`config.mk`:
```
export PLATFORM = sky130hd
export DESIGN_NAME = demux_chan_sequencer
export DESIGN_NICKNAME = d
export VERILOG_FILES = /design/src/rtl/demux_chan_sequencer.sv
export SDC_FILE = /design/constraint.sdc
export NUM_CORES = 1
export LEC_CHECK = 0
export CELL_PAD_IN_SITES_DETAIL_PLACEMENT = 1
export CELL_PAD_IN_SITES_GLOBAL_PLACEMENT = 1
export CORE_UTILIZATION = 41
export CTS_BUF_LIST = sky130_fd_sc_hd__clkbuf_8
export DETAILED_ROUTE_END_ITERATION = 8
export GPL_TIMING_DRIVEN = 0
export PLACE_DENSITY_LB_ADDON = 0.1
export SLEW_MARGIN = 20
export SYNTH_ARGS = -nofsm -noshare
export SYNTH_HDL_FRONTEND = slang
export SYNTH_SLANG_ARGS = --single-unit
```
`constraint.sdc`:
```
create_clock -name clk -period 2.4 [get_ports clk]
set_clock_uncertainty 0.1 [all_clocks]
set_input_delay 0.36 -clock clk [delete_from_list [all_inputs] [get_ports clk]]
set_output_delay 0.36 -clock clk [all_outputs]
set_load 0.02 [all_outputs]
```
`src/rtl/demux_chan_sequencer.sv`:
```
`default_nettype none
// ============================================================================
// Module   : demux_chan_sequencer
// Brief    : Round-robin serial-bit sequencer driving a 1:8 demux (in/sel),
//            DWELL bits per enabled channel, frame_done per completed pass.
//            Optional DEMUX_SEQ_FRAME_CNT_EN adds an 8-bit frame counter.
// Revision : 1.0 - initial release
// ============================================================================
module demux_chan_sequencer #(
   parameter int DWELL = 4
) (
   input  logic       clk,
   input  logic       rst,
   input  logic       start,
   input  logic       stop,
   input  logic [7:0] en_mask,
   input  logic       in_valid,
   input  logic       in_data,
   output logic       in_ready,
   output logic       dmx_in,
   output logic [2:0] dmx_sel,
   output logic       dmx_vld,
   output logic       busy,
`ifdef DEMUX_SEQ_FRAME_CNT_EN
   output logic [7:0] frame_cnt,
`endif
   output logic       frame_done
);

   localparam logic [0:0] c_st_idle    = 1'b0;
   localparam logic [0:0] c_st_scan    = 1'b1;
   localparam logic [7:0] c_dwell_last = 8'(DWELL - 1);

   logic [0:0] r_state;
   logic [0:0] w_state_nxt;
   logic [7:0] r_act_mask;
   logic [2:0] r_chan;
   logic [7:0] r_dwell;
   logic       r_stop;

   logic       w_busy;
   logic       w_xfer;
   logic       w_last;
   logic       w_has_up;
   logic       w_wrap;
   logic       w_start_ok;
   logic       w_to_idle;
   logic [2:0] w_next_up;
   logic [2:0] w_first_new;

   // Descending scans leave the lowest qualifying index in each result.
   always_comb begin
      w_next_up   = 3'd0;
      w_has_up    = 1'b0;
      w_first_new = 3'd0;
      for (int i = 7; i >= 0; i--) begin
         if (r_act_mask[i] && (i > int'(r_chan))) begin
            w_next_up = 3'(i);
            w_has_up  = 1'b1;
         end
         if (en_mask[i]) begin
            w_first_new = 3'(i);
         end
      end
   end

   assign w_busy     = (r_state == c_st_scan);
   assign w_xfer     = w_busy && in_valid;
   assign w_last     = w_xfer && (r_dwell == c_dwell_last);
   assign w_wrap     = w_last && !w_has_up;
   assign w_start_ok = start && !stop && (en_mask != 8'h00);
   // A stop arriving on the channel's final transfer still ends the scan there.
   assign w_to_idle  = w_last && (r_stop || stop || (w_wrap && (en_mask == 8'h00)));

   always_ff @(posedge clk) begin
      if (rst) begin
         r_state <= c_st_idle;
      end else begin
         r_state <= w_state_nxt;
      end
   end

   always_comb begin
      w_state_nxt = r_state;
      case (r_state)
         c_st_idle: if (w_start_ok) w_state_nxt = c_st_scan;
         c_st_scan: if (w_to_idle)  w_state_nxt = c_st_idle;
         default:   w_state_nxt = c_st_idle;
      endcase
   end

   always_comb begin
      busy     = w_busy;
      in_ready = w_busy;
   end

   always_ff @(posedge clk) begin
      if (rst) begin
         r_act_mask <= 8'h00;
         r_chan     <= 3'd0;
         r_dwell    <= 8'd0;
         r_stop     <= 1'b0;
         dmx_vld    <= 1'b0;
         dmx_in     <= 1'b0;
         dmx_sel    <= 3'd0;
         frame_done <= 1'b0;
      end else begin
         dmx_vld    <= w_xfer;
         dmx_in     <= w_xfer & in_data;
         frame_done <= w_wrap;
         if (w_xfer) begin
            dmx_sel <= r_chan;
         end
         if (!w_busy) begin
            if (w_start_ok) begin
               r_act_mask <= en_mask;
               r_chan     <= w_first_new;
               r_dwell    <= 8'd0;
               r_stop     <= 1'b0;
            end
         end else begin
            if (stop) begin
               r_stop <= 1'b1;
            end
            if (w_xfer) begin
               if (w_last) begin
                  r_dwell <= 8'd0;
                  if (w_wrap) begin
                     r_act_mask <= en_mask;
                     r_chan     <= w_first_new;
                  end else begin
                     r_chan <= w_next_up;
                  end
               end else begin
                  r_dwell <= r_dwell + 8'd1;
               end
            end
            if (w_to_idle) begin
               r_stop <= 1'b0;
            end
         end
      end
   end

`ifdef DEMUX_SEQ_FRAME_CNT_EN
   always_ff @(posedge clk) begin
      if (rst) begin
         frame_cnt <= 8'd0;
      end else if (w_wrap) begin
         frame_cnt <= frame_cnt + 8'd1;
      end
   end
`else
   // Frame counter not present in this build.
`endif

endmodule
`default_nettype wire

```
* After elaboration in Yosys (flattened, before gate mapping)
Index checks and enable logic that the tools add are counted.
Word-level totals: register bits after elaboration 27
Cells by class: $add $sub $neg 1, reductions and logical operators 25, magnitude comparators 7, bitwise logic cells 2, mux-type cells 43, eq/ne operators 5
Operators with widths (count):
- 2-to-1 mux 8 bit | 9
- 2-to-1 mux 3 bit | 20
- logical AND 1 bit | 14
- 2-to-1 mux 1 bit | 13
- greater-than comparator 3 bit (first input constant) | 4
- adder 8 x 1 -> 8 bit (second input constant) | 1
- == test 8 x 2 -> 1 bit (second input constant) | 1
- zero test 8 bit | 1
- nonzero test 8 bit | 1
- greater-than comparator 2 x 3 -> 1 bit (first input constant) | 2
- != test 2 x 1 -> 1 bit (second input constant) | 3
- AND reduction 2 bit | 2
- AND reduction 4 bit | 1
- greater-than comparator 1 x 3 -> 1 bit (first input constant) | 1
- != test 3 x 2 -> 1 bit (second input constant) | 1
- AND reduction 3 bit | 1
- zero test 1 bit | 2
- logical OR 1 bit | 2
- one-hot mux 1 bit (2 select lines) | 1
- nonzero test 2 bit | 1
- bitwise AND 1 bit | 1
- NOT 1 bit | 1

* Longest topological paths before layout
Gate-level depths: netlist of run 1.
depth in word-level cells 16, gate-level depth with buffers 7, gate-level depth less buffers 6

* Worst setup path before layout of run 1
OpenSTA, ideal clock, no wires.
kind input-to-reg, start point input en_mask[1], end point register r_chan[0], arrival time 1.922 ns, slack 0.298 ns, path buffers 2, cell stages on the path 7, required time 2.221 ns, path through or4_4 -> o211a_1 -> buf_6 -> or2_4 -> and2_4 -> buf_6 -> a211oi_2
Between the ends: longest elaborated chain between the ends 6, elaborated cells between the ends (all ways) 11, classes of those cells mux: 7; reduce/logical: 4
Ends and longest elaborated chain:
- start, declared | RTL line 16 | input logic [7:0] en_mask,
- 2-to-1 mux 3 bit (2 in series) | RTL line 61 | if (en_mask[i]) begin
- 2-to-1 mux 3 bit | RTL line 128 | if (w_wrap) begin
- 2-to-1 mux 3 bit | RTL line 126 | if (w_last) begin
- 2-to-1 mux 3 bit | RTL line 125 | if (w_xfer) begin
- 2-to-1 mux 3 bit | RTL line 114 | if (!w_busy) begin
- end signal, assigned | RTL line 117 | r_chan <= w_first_new;
- end signal, assigned | RTL line 130 | r_chan <= w_first_new;
- end signal, assigned | RTL line 132 | r_chan <= w_next_up;
- end, declared | RTL line 37 | logic [2:0] r_chan;
Several ways; a longest one is shown, not always the timed one. The select of a mux whose other input is x is not followed. A chain may end at the register's enable or synchronous reset.

* Worst setup path in the final report of run 1
start point input en_mask[3], end point register r_chan[0]
Between the ends: longest elaborated chain between the ends 8, elaborated cells between the ends (all ways) 13, classes of those cells mux: 9; reduce/logical: 4
Ends and longest elaborated chain (RTL line):
- 2-to-1 mux 3 bit (4 in series) | 61
- 2-to-1 mux 3 bit | 128
- 2-to-1 mux 3 bit | 126
- 2-to-1 mux 3 bit | 125
- 2-to-1 mux 3 bit | 114
Several ways; a longest one is shown, not always the timed one. The select of a mux whose other input is x is not followed.

==> summary.txt, run 1 <==
Run status
  • Status: finished clean

Layout
  • Fin cells: 239
  • Antenna cells: 0
  • Layout cells sized above 1: 10.88%
  • Total Nets Final: 209
  • Finished Core Util: 53.62%
  • Area growth syn-to-layout: 25.99%
  • Filler instances: 410

Pwr
  • PwrDens: 510.9 nW/um2
  • Worst VDD drop: 0.2252 mV
  • Leakage Power: 0.6840 nW
  • Pint: 670.0 uW
  • Switching power share of the total: 26.71%
  • Comb power frac: 18.0%
  • Sequential power share: 50.4%
  • Sw Pwr: 244.2 uW
  • Final Power: 914.2 uW
  • Clock power frac: 31.6%

Die
  • CORE AREA: 3337 um2
  • Area of the die: 3703 um2
  • Starting Density: 42.56%
  • Io pins: 22
  • Row Count: 21
  • Die H: 60.86 um
  • Die width: 60.86 um

STA
  • Rel. slew slack: 56.82%
  • RSZ-0062 raised after global routing: false
  • Final setup viols: 0
  • Tightest Pin Transition: 0.6465 ns
  • Period utilisation layout: 98.22%
  • Fin. Hold Viols: 0
  • Min Tclk post-route: 2.357 ns
  • Fmax: 424.2 MHz
  • Slew Viols, Final: 0

Synthesis
  • Number of synthesized register bits: 26
  • Syn_nets: 182
  • Register area share after synthesis: 36.65%
  • Mean Syn Cell Area: 8.504 um2
  • Ys Warns: 0
  • Async S/R FF share, synth: 0%
  • Largest cells by area after synthesis: dfxtp_1 37%, nand2b_1 7.0%, mux2i_1 4.9%
  • Post-synthesis cell type count: 45
  • Top cells by count, synth: 26 x dfxtp_1, 16 x nand2b_1, 15 x nor2_1
  • Yosys top cell area share: 36.65%
  • Post-Synthesis Cell Area: 1420 um2
  • Top-count cell post-synth: dfxtp_1
  • Main synth FF type: dfxtp_1
  • Cell count after synthesis: 167
  • Number of synthesized flops with an enable pin: 0
  • Post-synth top area cell: dfxtp_1

Routing
  • DRC viols: 0
  • Via density: 5.523
  • Detail Route Antenna Nets: 0
  • Total Wirelength: 3685 um
  • DRT Pass-1 Iters: 4
  • Starting DRC count in detailed routing: 28
  • Vias: 1320
  • Avg WL per Cell: 15.42 um

Place
  • RePlAce Congestion: 0.8621
  • DP HPWL: 2790 um
  • Placed cell count: 234
  • Port Buffers: 21

Critical path
  • Setup Crit Path Kind: in2reg
  • CP arrival: 2.46 ns
  • CP Capture Type: flip-flop
  • CP Max Fanout: 10
  • Worst Reg-to-Reg Cells: 6
  • Worst R2R Start: r_chan[1]$_SDFFE_PP0P_
  • Critical path's slowest cell: or4_4
  • Startpoint types: primary input
  • Setup crit start: en_mask[3]
  • CP cell instances: clkdlybuf4s50_1 > or4_4 > o211a_1 > buf_6 > or2_4 > and2_4 > buf_6 > a211oi_2
  • Slowest stage delay, CP: 0.51 ns
  • Top cell by count, worst path: buf_6
  • Data required, critical path: 2.50 ns

Clocking
  • Worst-path clk slew: 0.09 ns
  • CTS buffer count: 3
  • Clk sinks: 26
  • CTS H-Tree Depth: 1
  • Later-pin clock latency in the skew report: 0.27 ns
  • Hold_buf cts: 0
  • CTS tree: built
  • Clock buffer depth: 2
  • Root Buffer: clkbuf_8

Global route
  • Global-route wire length before repair: 5885 um
  • Vias in the first global route: 1300
  • Pin count of the biggest net entering global routing: 15
  • GRT Util Overall: 21.54%
  • GR Overflow Total: 0
  • Antenna violations before repair: 0

Min path
  • Worst Min Path Start: en_mask[4]
  • Hold depth: 3
  • Class of the worst hold path: in2reg

Flow run
  • Max-Cap Viols: 0
-- path summary, 6_finish.rpt --
| path | slack (ns) | endpoint |
|---|---|---|
| worst max-delay path | 0.04 | r_chan[0]$_SDFFE_PP0P_ |
| worst min-delay path | 0.33 | r_act_mask[4]$_SDFFE_PP0P_ |
| worst max register to register | 0.20 | r_chan[1]$_SDFFE_PP0P_ |
| worst min register to register | 0.36 | dmx_sel[2]$_SDFFE_PP0P_ |
-- worst max-delay path: cells and delay by family --
family,cells,cell delay [ns]
AOI/OAI and AO/OA,2,0.47
buffers and inverters,3,0.75
and+or+nand+nor,3,0.88
-- flip-flops by register name, summed over array words and instances (netlist names) --
register,count
busy,1
dmx_in,1
dmx_sel,3
dmx_vld,1
frame_done,1
r_act_mask,7
r_chan,3
r_dwell,8
r_stop,1
-- logic make-up (layout without fill, tap and decap cells) --
group / Yosys count / in the layout / share of synthesized area, %
AO/OA/AOI/OAI: 37 / 37 / 18.85
XOR/XNOR: 5 / 5 / 3.084
flip-flops: 26 / 26 / 36.65
adder cells (fa/ha/maj): 1 / 1 / 0.8809
multiplexers: 7 / 7 / 4.934
buffers and inverters: 14 / 40 / 5.285
AND/OR/NAND/NOR: 77 / 77 / 30.31
-- power groups by stage --
| stage | registers (mW) | clock network (mW) | logic (mW) |
|---|---|---|---|
| 6_report | 0.460 | 0.289 | 0.165 |
| 5_1_grt | 0.463 | 0.315 | 0.180 |
| 3_5_place_dp | 0.469 | 0 | 0.161 |
| 3_3_place_gp | 0.468 | 0 | 0.155 |
| 2_1_floorplan | 0.468 | 0 | 0.0986 |
| 4_1_cts | 0.460 | 0.298 | 0.166 |
-- per-layer routing --
layer	vias to the layer above	share of wire [%]	wire length, um	GRT usage, %
met3	5	2.5	91	2.772
met2	22	53	1944	40.03
met4	0	1.2	43	6.494
li1	653	-	-	-
met1	640	44	1605	25.65
met5	-	0	0	0
-- layout make-up --
cell class	count	area [um2]	share of cell area [%]
multi-input cells	127	850.8	47.55
flip-flops and latches	26	520.5	29.09
repair buffers	22	230.2	12.87
plain buffers	10	60.06	3.357
well taps	46	57.56	3.217
clock buffers	4	55.05	3.077
inverters	4	15.01	0.8392
-- through the flow --
stage               hold slack [ns]  area (um2)  setup WS, ns  setup TNS [ns]
finish                       0.3255        1789       0.04280               0
floorplan                    0.3578        1420        0.2984               0
global route                 0.3612        1789     0.0005482               0
CTS                          0.3669        1764      0.009072               0
global placement             0.3443        1688       -0.2274          -2.589
detailed placement           0.3537        1688       -0.2612          -3.165
-- cell usage in the layout, fill, tap and decap left out, drive strengths merged, types with 2 or more instances in the layout --
| cell type | Yosys | routed |
|---|---|---|
| a211oi | 3 | 3 |
| a21oi | 9 | 9 |
| a311oi | 2 | 2 |
| a31oi | 2 | 2 |
| and2 | 4 | 4 |
| and3 | 4 | 4 |
| buf | 6 | 7 |
| clkbuf | 4 | 8 |
| clkdlybuf4s50 | 0 | 16 |
| dfxtp | 26 | 26 |
| dlymetal6s2s | 0 | 5 |
| inv | 4 | 4 |
| mux2i | 7 | 7 |
| nand2 | 10 | 10 |
| nand2b | 16 | 16 |
| nand3 | 2 | 2 |
| nand3b | 2 | 2 |
| nor2 | 15 | 15 |
| nor2b | 3 | 3 |
| nor3 | 11 | 11 |
| o2111ai | 3 | 3 |
| o21ai | 5 | 5 |
| o21bai | 4 | 4 |
| or4 | 3 | 3 |
| xor2 | 5 | 5 |
-- what timing repair did --
action,4_1_cts,5_1_grt
pin swaps,1,1
gates resized for setup,2,7
setup buffers,1,0
gates cloned,0,0
endpoints found under the setup margin,10,10
Power figures use the tool's default switching activity.
==> inputs of run 2 (changes only) <==
==> constraint.sdc (replaced) <==
create_clock -name clk -period 2.4 [get_ports clk]
set_clock_uncertainty 0.1 [all_clocks]
set_input_delay 0.48 -clock clk [delete_from_list [all_inputs] [get_ports clk]]
set_output_delay 0.48 -clock clk [all_outputs]
set_load 0.02 [all_outputs]
==> run 2 against run 1 <==
- combinational power fell by 2%
- first-iteration DRC count increased by 25%
- global-route usage about the same
- clock power about the same
- core utilization decreased by 0.45 points
- sequential power hardly changed
- final area is 0.84% lower
==> summary.txt, run 2 (synthesis gave the netlist of run 1 again) <==
Layout
  • Layout cells sized above 1: 10.88% (unchanged)
  • Most flops, register: r_dwell
  • Antenna cells: 0 (unchanged)
  • Filler instances: 415 (+1.2%)
  • Most common cell after layout, fill and taps aside: dfxtp_1
  • Total Nets Final: 209 (unchanged)
  • Design Area, Final: 1774 um2 (-0.84%)
  • Max reg flops: 8 (unchanged)
  • Most frequent cells in the layout: 26 x dfxtp_1, 16 x nand2b_1, 15 x nor2_1, 13 x clkdlybuf4s50_1, 11 x nor3_1
  • Area growth syn-to-layout: 24.93%
  • Biggest regs: r_dwell x8, r_act_mask x7

Critical path
  • Startpoint types: primary input
  • CP Capture Type: flip-flop
  • Setup Crit Path Kind: in2reg
  • Data required, critical path: 2.50 ns (about the same)
  • CP arrival: 2.41 ns (-0.05 ns)
  • CP Max Fanout: 10 (unchanged)

Die
  • Io pins: 22 (unchanged)
  • CORE AREA: 3337 um2 (unchanged)
  • Die H: 60.86 um (unchanged)
  • Starting Density: 42.56% (unchanged)
  • Die width: 60.86 um (unchanged)
  • Row Count: 21 (unchanged)
  • Area of the die: 3703 um2 (unchanged)

Clocking
  • Worst-path clk slew: 0.09 ns (about the same)
  • Root Buffer: clkbuf_8
  • Clock buffer depth: 2 (unchanged)
  • CTS H-Tree Depth: 1 (unchanged)
  • CTS buffer count: 3 (unchanged)
  • Hold_buf cts: 0 (unchanged)
  • Later-pin clock latency in the skew report: 0.27 ns (about the same)
  • Clk sinks: 26 (unchanged)
  • CTS tree: built

Global route
  • GRT Util Overall: 21.59% (+0.044 points)
  • Pin count of the biggest net entering global routing: 15 (unchanged)
  • Antenna violations before repair: 0 (unchanged)
  • Vias in the first global route: 1298 (-0.15%)
  • Global-route wire length before repair: 5899 um (+0.24%)
  • GR Overflow Total: 0 (unchanged)

Place
  • RePlAce Congestion: 0.8621 (unchanged)
  • Port Buffers: 21 (unchanged)
  • Dpl cell area: 1688 um2 (unchanged)
  • DP HPWL: 2790 um (unchanged)
  • Setup WS pre-CTS: -0.3812 ns (-0.1200 ns)

Pwr
  • Leakage Power: 0.6646 nW (-2.8%)
  • PwrDens: 512.1 nW/um2 (+0.23%)
  • Worst VDD drop: 0.2209 mV (-1.9%)

STA
  • Final setup viols: 0 (unchanged)
  • Fin worst setup slack: 0.08880 ns (+0.04600 ns)
  • RSZ-0062 raised after global routing: false
  • Period utilisation layout: 96.30% (-1.9 points)
  • Min Tclk post-route: 2.311 ns (-0.04600 ns)
  • Slew Viols, Final: 0 (unchanged)
  • Tightest Pin Transition: 0.6456 ns (-0.0008636 ns)
  • Rel. slew slack: 56.88% (+0.058 points)
  • Fmax: 432.7 MHz (+2.0%)
  • Fin. Hold Viols: 0 (unchanged)

Routing
  • Total Wirelength: 3643 um (-1.1%)
  • Starting DRC count in detailed routing: 35 (+25%)
  • Avg WL per Cell: 15.24 um (-1.1%)
  • DRC viols: 0 (unchanged)
  • Via density: 5.544 (+0.38%)
  • Detail Route Antenna Nets: 0 (unchanged)
  • Vias: 1325 (+0.38%)
  • DRT Pass-1 Iters: 4 (unchanged)

Min path
  • Class of the worst hold path: reg2reg

Flow run
  • Max-Cap Viols: 0 (unchanged)

Run status
  • Status: finished clean
==> run 2: what timing repair did <==
| action | CTS | global route |
|---|---|---|
| hold endpoints to repair | 0 | 0 |
| setup buffers | 1 | 0 |
| pin swaps | 2 | 1 |
| resized for setup | 8 | 4 |
| setup endpoints to repair | 10 | 10 |
| cloned | 0 | 0 |
==> run 2: stage by stage <==
stage	power [mW]	util [%]	hold WS (ns)	instances	TNS, ns
after global placement	0.6234	50.58	0.3443	234	-4.509
after global routing	0.9543	53.17	0.3958	239	0
after floorplan	0.5667	-	0.3578	167	0
final	0.9086	53.17	0.3596	239	0
after detailed placement	0.6300	50.58	0.3537	234	-5.155
after CTS	0.9205	52.64	0.3669	239	0
==> run 2: worst paths after layout <==
path | startpoint | end | slack, ns | cells past startpoint
worst min-delay path | dmx_sel[2]$_SDFFE_PP0P_ | dmx_sel[2]$_SDFFE_PP0P_ | 0.36 | 2
worst max-delay path | en_mask[6] | r_chan[0]$_SDFFE_PP0P_ | 0.09 | 8
worst min register to register | dmx_sel[2]$_SDFFE_PP0P_ | dmx_sel[2]$_SDFFE_PP0P_ | 0.36 | 2
worst max register to register | r_chan[1]$_SDFFE_PP0P_ | r_chan[1]$_SDFFE_PP0P_ | 0.20 | 6
==> run 2: cell type report <==
cell class / instances / area, um2 / area share, %
clock buffers: 4 / 55.05 / 3.103
plain buffers: 10 / 60.06 / 3.385
well taps: 46 / 57.56 / 3.244
inverters: 4 / 15.01 / 0.8463
repair buffers: 22 / 215.2 / 12.13
multi-input cells: 127 / 850.8 / 47.95
flip-flops and latches: 26 / 520.5 / 29.34
==> run 2: report_power, final <==
part           leakage (nW)  internal, mW  switching (mW)  total (mW)
registers             0.211         0.445          0.0155       0.460
clock network        0.0288         0.147           0.140       0.287
logic                 0.425        0.0750          0.0859       0.161
total                 0.665         0.667           0.242       0.909
==> run 2: routing by layer <==
| layer | GRT usage [%] | routed length, um | vias up |
|---|---|---|---|
| li1 | - | - | 654 |
| met1 | 25.78 | 1601 | 646 |
| met2 | 40.03 | 1915 | 20 |
| met3 | 2.772 | 83 | 5 |
| met4 | 6.494 | 43 | 0 |
| met5 | 0 | 0 | - |
==> run 2: critical path, stage by stage <==
cell and delay (ns):
dlygate4sd2_1 0.27, or4_4 0.56, o211a_1 0.23, buf_6 0.14, or2_4 0.23, and2_4 0.14, buf_6 0.14, a211oi_2 0.22
==> inputs of run 3 (changes only) <==
--- a/config.mk
+++ b/config.mk
@@ -7,6 +7,7 @@
 export LEC_CHECK = 0
 export CELL_PAD_IN_SITES_DETAIL_PLACEMENT = 1
 export CELL_PAD_IN_SITES_GLOBAL_PLACEMENT = 1
+export CORE_ASPECT_RATIO = 0.75
 export CORE_UTILIZATION = 41
 export CTS_BUF_LIST = sky130_fd_sc_hd__clkbuf_8
 export DETAILED_ROUTE_END_ITERATION = 8
==> run 3 against run 2 <==
- sequential share of layout area shrank 0.29 points
- sequential power is essentially flat
- total power grew 11%
- flip-flop and latch count is the same
- first-iteration DRC count is the same
- combinational power grew 6%
- final area grew 0.99%
- core utilization grew 1.3 points
- wire length grew 13%
- register-to-register slack lost 0.03 ns
- critical endpoint unchanged
- largest cell class unchanged
- largest power group unchanged
- highest routed layer unchanged
==> summary.txt, run 3 (synthesis gave the netlist of run 1 again) <==
Critical path
  • WP buf/inv: 3 (unchanged)
  • Critical path's slowest cell: or4_4
  • Startpoint types: primary input
  • Top cell by count, worst path: buf_6
  • Slowest stage delay, CP: 0.55 ns (about the same)
  • CP arrival: 2.41 ns (about the same)
  • CP Capture Type: flip-flop
  • Setup Crit Path Kind: in2reg
  • CP top delay family: simple AND/OR/NAND/NOR gates
  • CP cell instances: dlygate4sd2_1 > or4_4 > o211a_1 > buf_6 > or2_4 > and2_4 > buf_6 > a211oi_2
  • Data required, critical path: 2.50 ns (about the same)
  • CP Max Fanout: 10 (unchanged)

Layout
  • Finished Core Util: 54.49% (+1.3 points)
  • Layout cells sized above 1: 10.42% (-0.46 points)
  • Total Nets Final: 208 (-0.48%)
  • Most common cell after layout, fill and taps aside: dfxtp_1
  • Register area: 520.5 um2 (unchanged)
  • Antenna cells: 0 (unchanged)
  • Most flops, register: r_dwell
  • Most frequent cells in the layout: 26 x dfxtp_1, 16 x nand2b_1, 15 x nor2_1, 13 x clkdlybuf4s50_1, 11 x nor3_1
  • Biggest regs: r_dwell x8, r_act_mask x7
  • Design Area, Final: 1792 um2 (+0.99%)
  • Area growth syn-to-layout: 26.17%
  • Fin cells: 232 (-2.9%)
  • Max reg flops: 8 (unchanged)
  • Multi-input gate area: 870.8 um2 (+2.4%)
  • Filler instances: 407 (-1.9%)

Run status
  • Status: finished clean

Global route
  • Global-route wire length before repair: 6389 um (+8.3%)
  • Vias in the first global route: 1279 (-1.5%)
  • GR Overflow Total: 0 (unchanged)
  • Antenna violations before repair: 0 (unchanged)
  • Pin count of the biggest net entering global routing: 16 (+1)
  • GRT Util Overall: 22.22% (+0.63 points)

Clocking
  • CTS tree: built
  • CTS H-Tree Depth: 1 (unchanged)
  • # resized after CTS: 10 (+2)
  • Later-pin clock latency in the skew report: 0.28 ns (about the same)
  • Clk sinks: 26 (unchanged)
  • CTS buffer count: 3 (unchanged)
  • Clock buffer depth: 2 (unchanged)
  • Worst-path clk slew: 0.10 ns (about the same)
  • Post-CTS Setup Repair Bufs: 0 (-1)
  • Hold_buf cts: 0 (unchanged)
  • Root Buffer: clkbuf_8

STA
  • Period utilisation layout: 96.10% (-0.20 points)
  • Fin. Hold Viols: 0 (unchanged)
  • Final setup viols: 0 (unchanged)
  • RSZ-0062 raised after global routing: false
  • Rel. slew slack: 67.53% (+11 points)
  • Slew Viols, Final: 0 (unchanged)
  • Tightest Pin Transition: 0.4871 ns (-0.1585 ns)
  • Min Tclk post-route: 2.306 ns (-0.004894 ns)
  • Fmax: 433.6 MHz (+0.21%)
  • Post-route setup TNS: 0 ns (unchanged)

Routing
  • Total Wirelength: 4107 um (+13%)
  • Vias: 1329 (+0.30%)
  • Avg WL per Cell: 17.70 um (+16%)
  • Detail Route Antenna Nets: 0 (unchanged)
  • DRC viols: 0 (unchanged)
  • DRT Pass-1 Iters: 4 (unchanged)
  • Via density: 5.728 (+3.3%)
  • Starting DRC count in detailed routing: 35 (unchanged)

Die
  • Io pins: 22 (unchanged)
  • Die H: 52.97 um (-13%)
  • Area of the die: 3706 um2 (about the same)
  • Row Count: 18 (-14%)
  • Die width: 69.96 um (+15%)
  • CORE AREA: 3288 um2 (-1.5%)
  • Starting Density: 43.19% (+0.63 points)

Place
  • RePlAce Congestion: 0.8055 (-6.6%)
  • Placed cell count: 228 (-2.6%)
  • Dpl cell area: 1680 um2 (-0.44%)
  • DP HPWL: 2804 um (+0.50%)
  • Port Buffers: 21 (unchanged)

Pwr
  • PwrDens: 561.7 nW/um2 (+9.7%)
  • Worst VDD drop: 0.3835 mV (+74%)
  • Leakage Power: 0.6594 nW (-0.78%)

Min path
  • Class of the worst hold path: reg2reg

Flow run
  • Max-Cap Viols: 0 (unchanged)
[run 3: worst reg2reg max path: cells and delay by family (launching register included)]
family,cells,cell delay (ns)
and+or+nand+nor,3,0.65
DFF,1,0.40
AOI/OAI and AO/OA,1,0.39
adders and majority gates,1,0.28
muxes,1,0.20
buffers and inverters,1,0.15
[run 3: cell type report]
type | instances | area share (%)
Tap cell | 40 | 2.793
Buffer | 10 | 3.352
Timing Repair Buffer | 21 | 11.38
Clock inverter | 1 | 1.676
Inverter | 4 | 0.8380
Clock buffer | 3 | 2.304
Multi-Input combinational cell | 127 | 48.60
Sequential cell | 26 | 29.05
[run 3: path summary, 6_finish.rpt]
path,from,end,slack (ns),cells past startpoint
setup reg to reg,r_dwell[0]$_SDFFE_PP0P_,r_act_mask[5]$_SDFFE_PP0P_,0.17,7
hold reg to reg,dmx_sel[2]$_SDFFE_PP0P_,dmx_sel[2]$_SDFFE_PP0P_,0.37,2
setup / recovery,en_mask[1],r_chan[0]$_SDFFE_PP0P_,0.09,8
hold / removal,dmx_sel[2]$_SDFFE_PP0P_,dmx_sel[2]$_SDFFE_PP0P_,0.37,2
[run 3: stage by stage]
step                hold WS (ns)  worst slack, ns  total power, mW
detailed placement        0.3533          -0.4006           0.6310
global placement          0.3469          -0.3661           0.6233
floorplan                 0.3578           0.1784           0.5667
finish                    0.3653          0.09369            1.006
global route              0.3928          0.03176            1.048
CTS                       0.3675          0.03930            1.000
[run 3: per-layer routing]
| metal | share of wire [%] | track usage [%] | vias up |
|---|---|---|---|
| met5 | 0 | 0 | - |
| met4 | 1.1 | 2.000 | 0 |
| met1 | 50 | 32.45 | 645 |
| met2 | 45 | 34.62 | 29 |
| li1 | - | - | 648 |
| met3 | 3.9 | 4.762 | 7 |
[run 3: where the power goes]
group / switching [mW] / total, mW / internal, mW / leakage, nW
Clock: 0.152 / 0.375 / 0.224 / 0.0357
Sequential: 0.0165 / 0.461 / 0.445 / 0.211
Combinational: 0.0931 / 0.170 / 0.0765 / 0.413
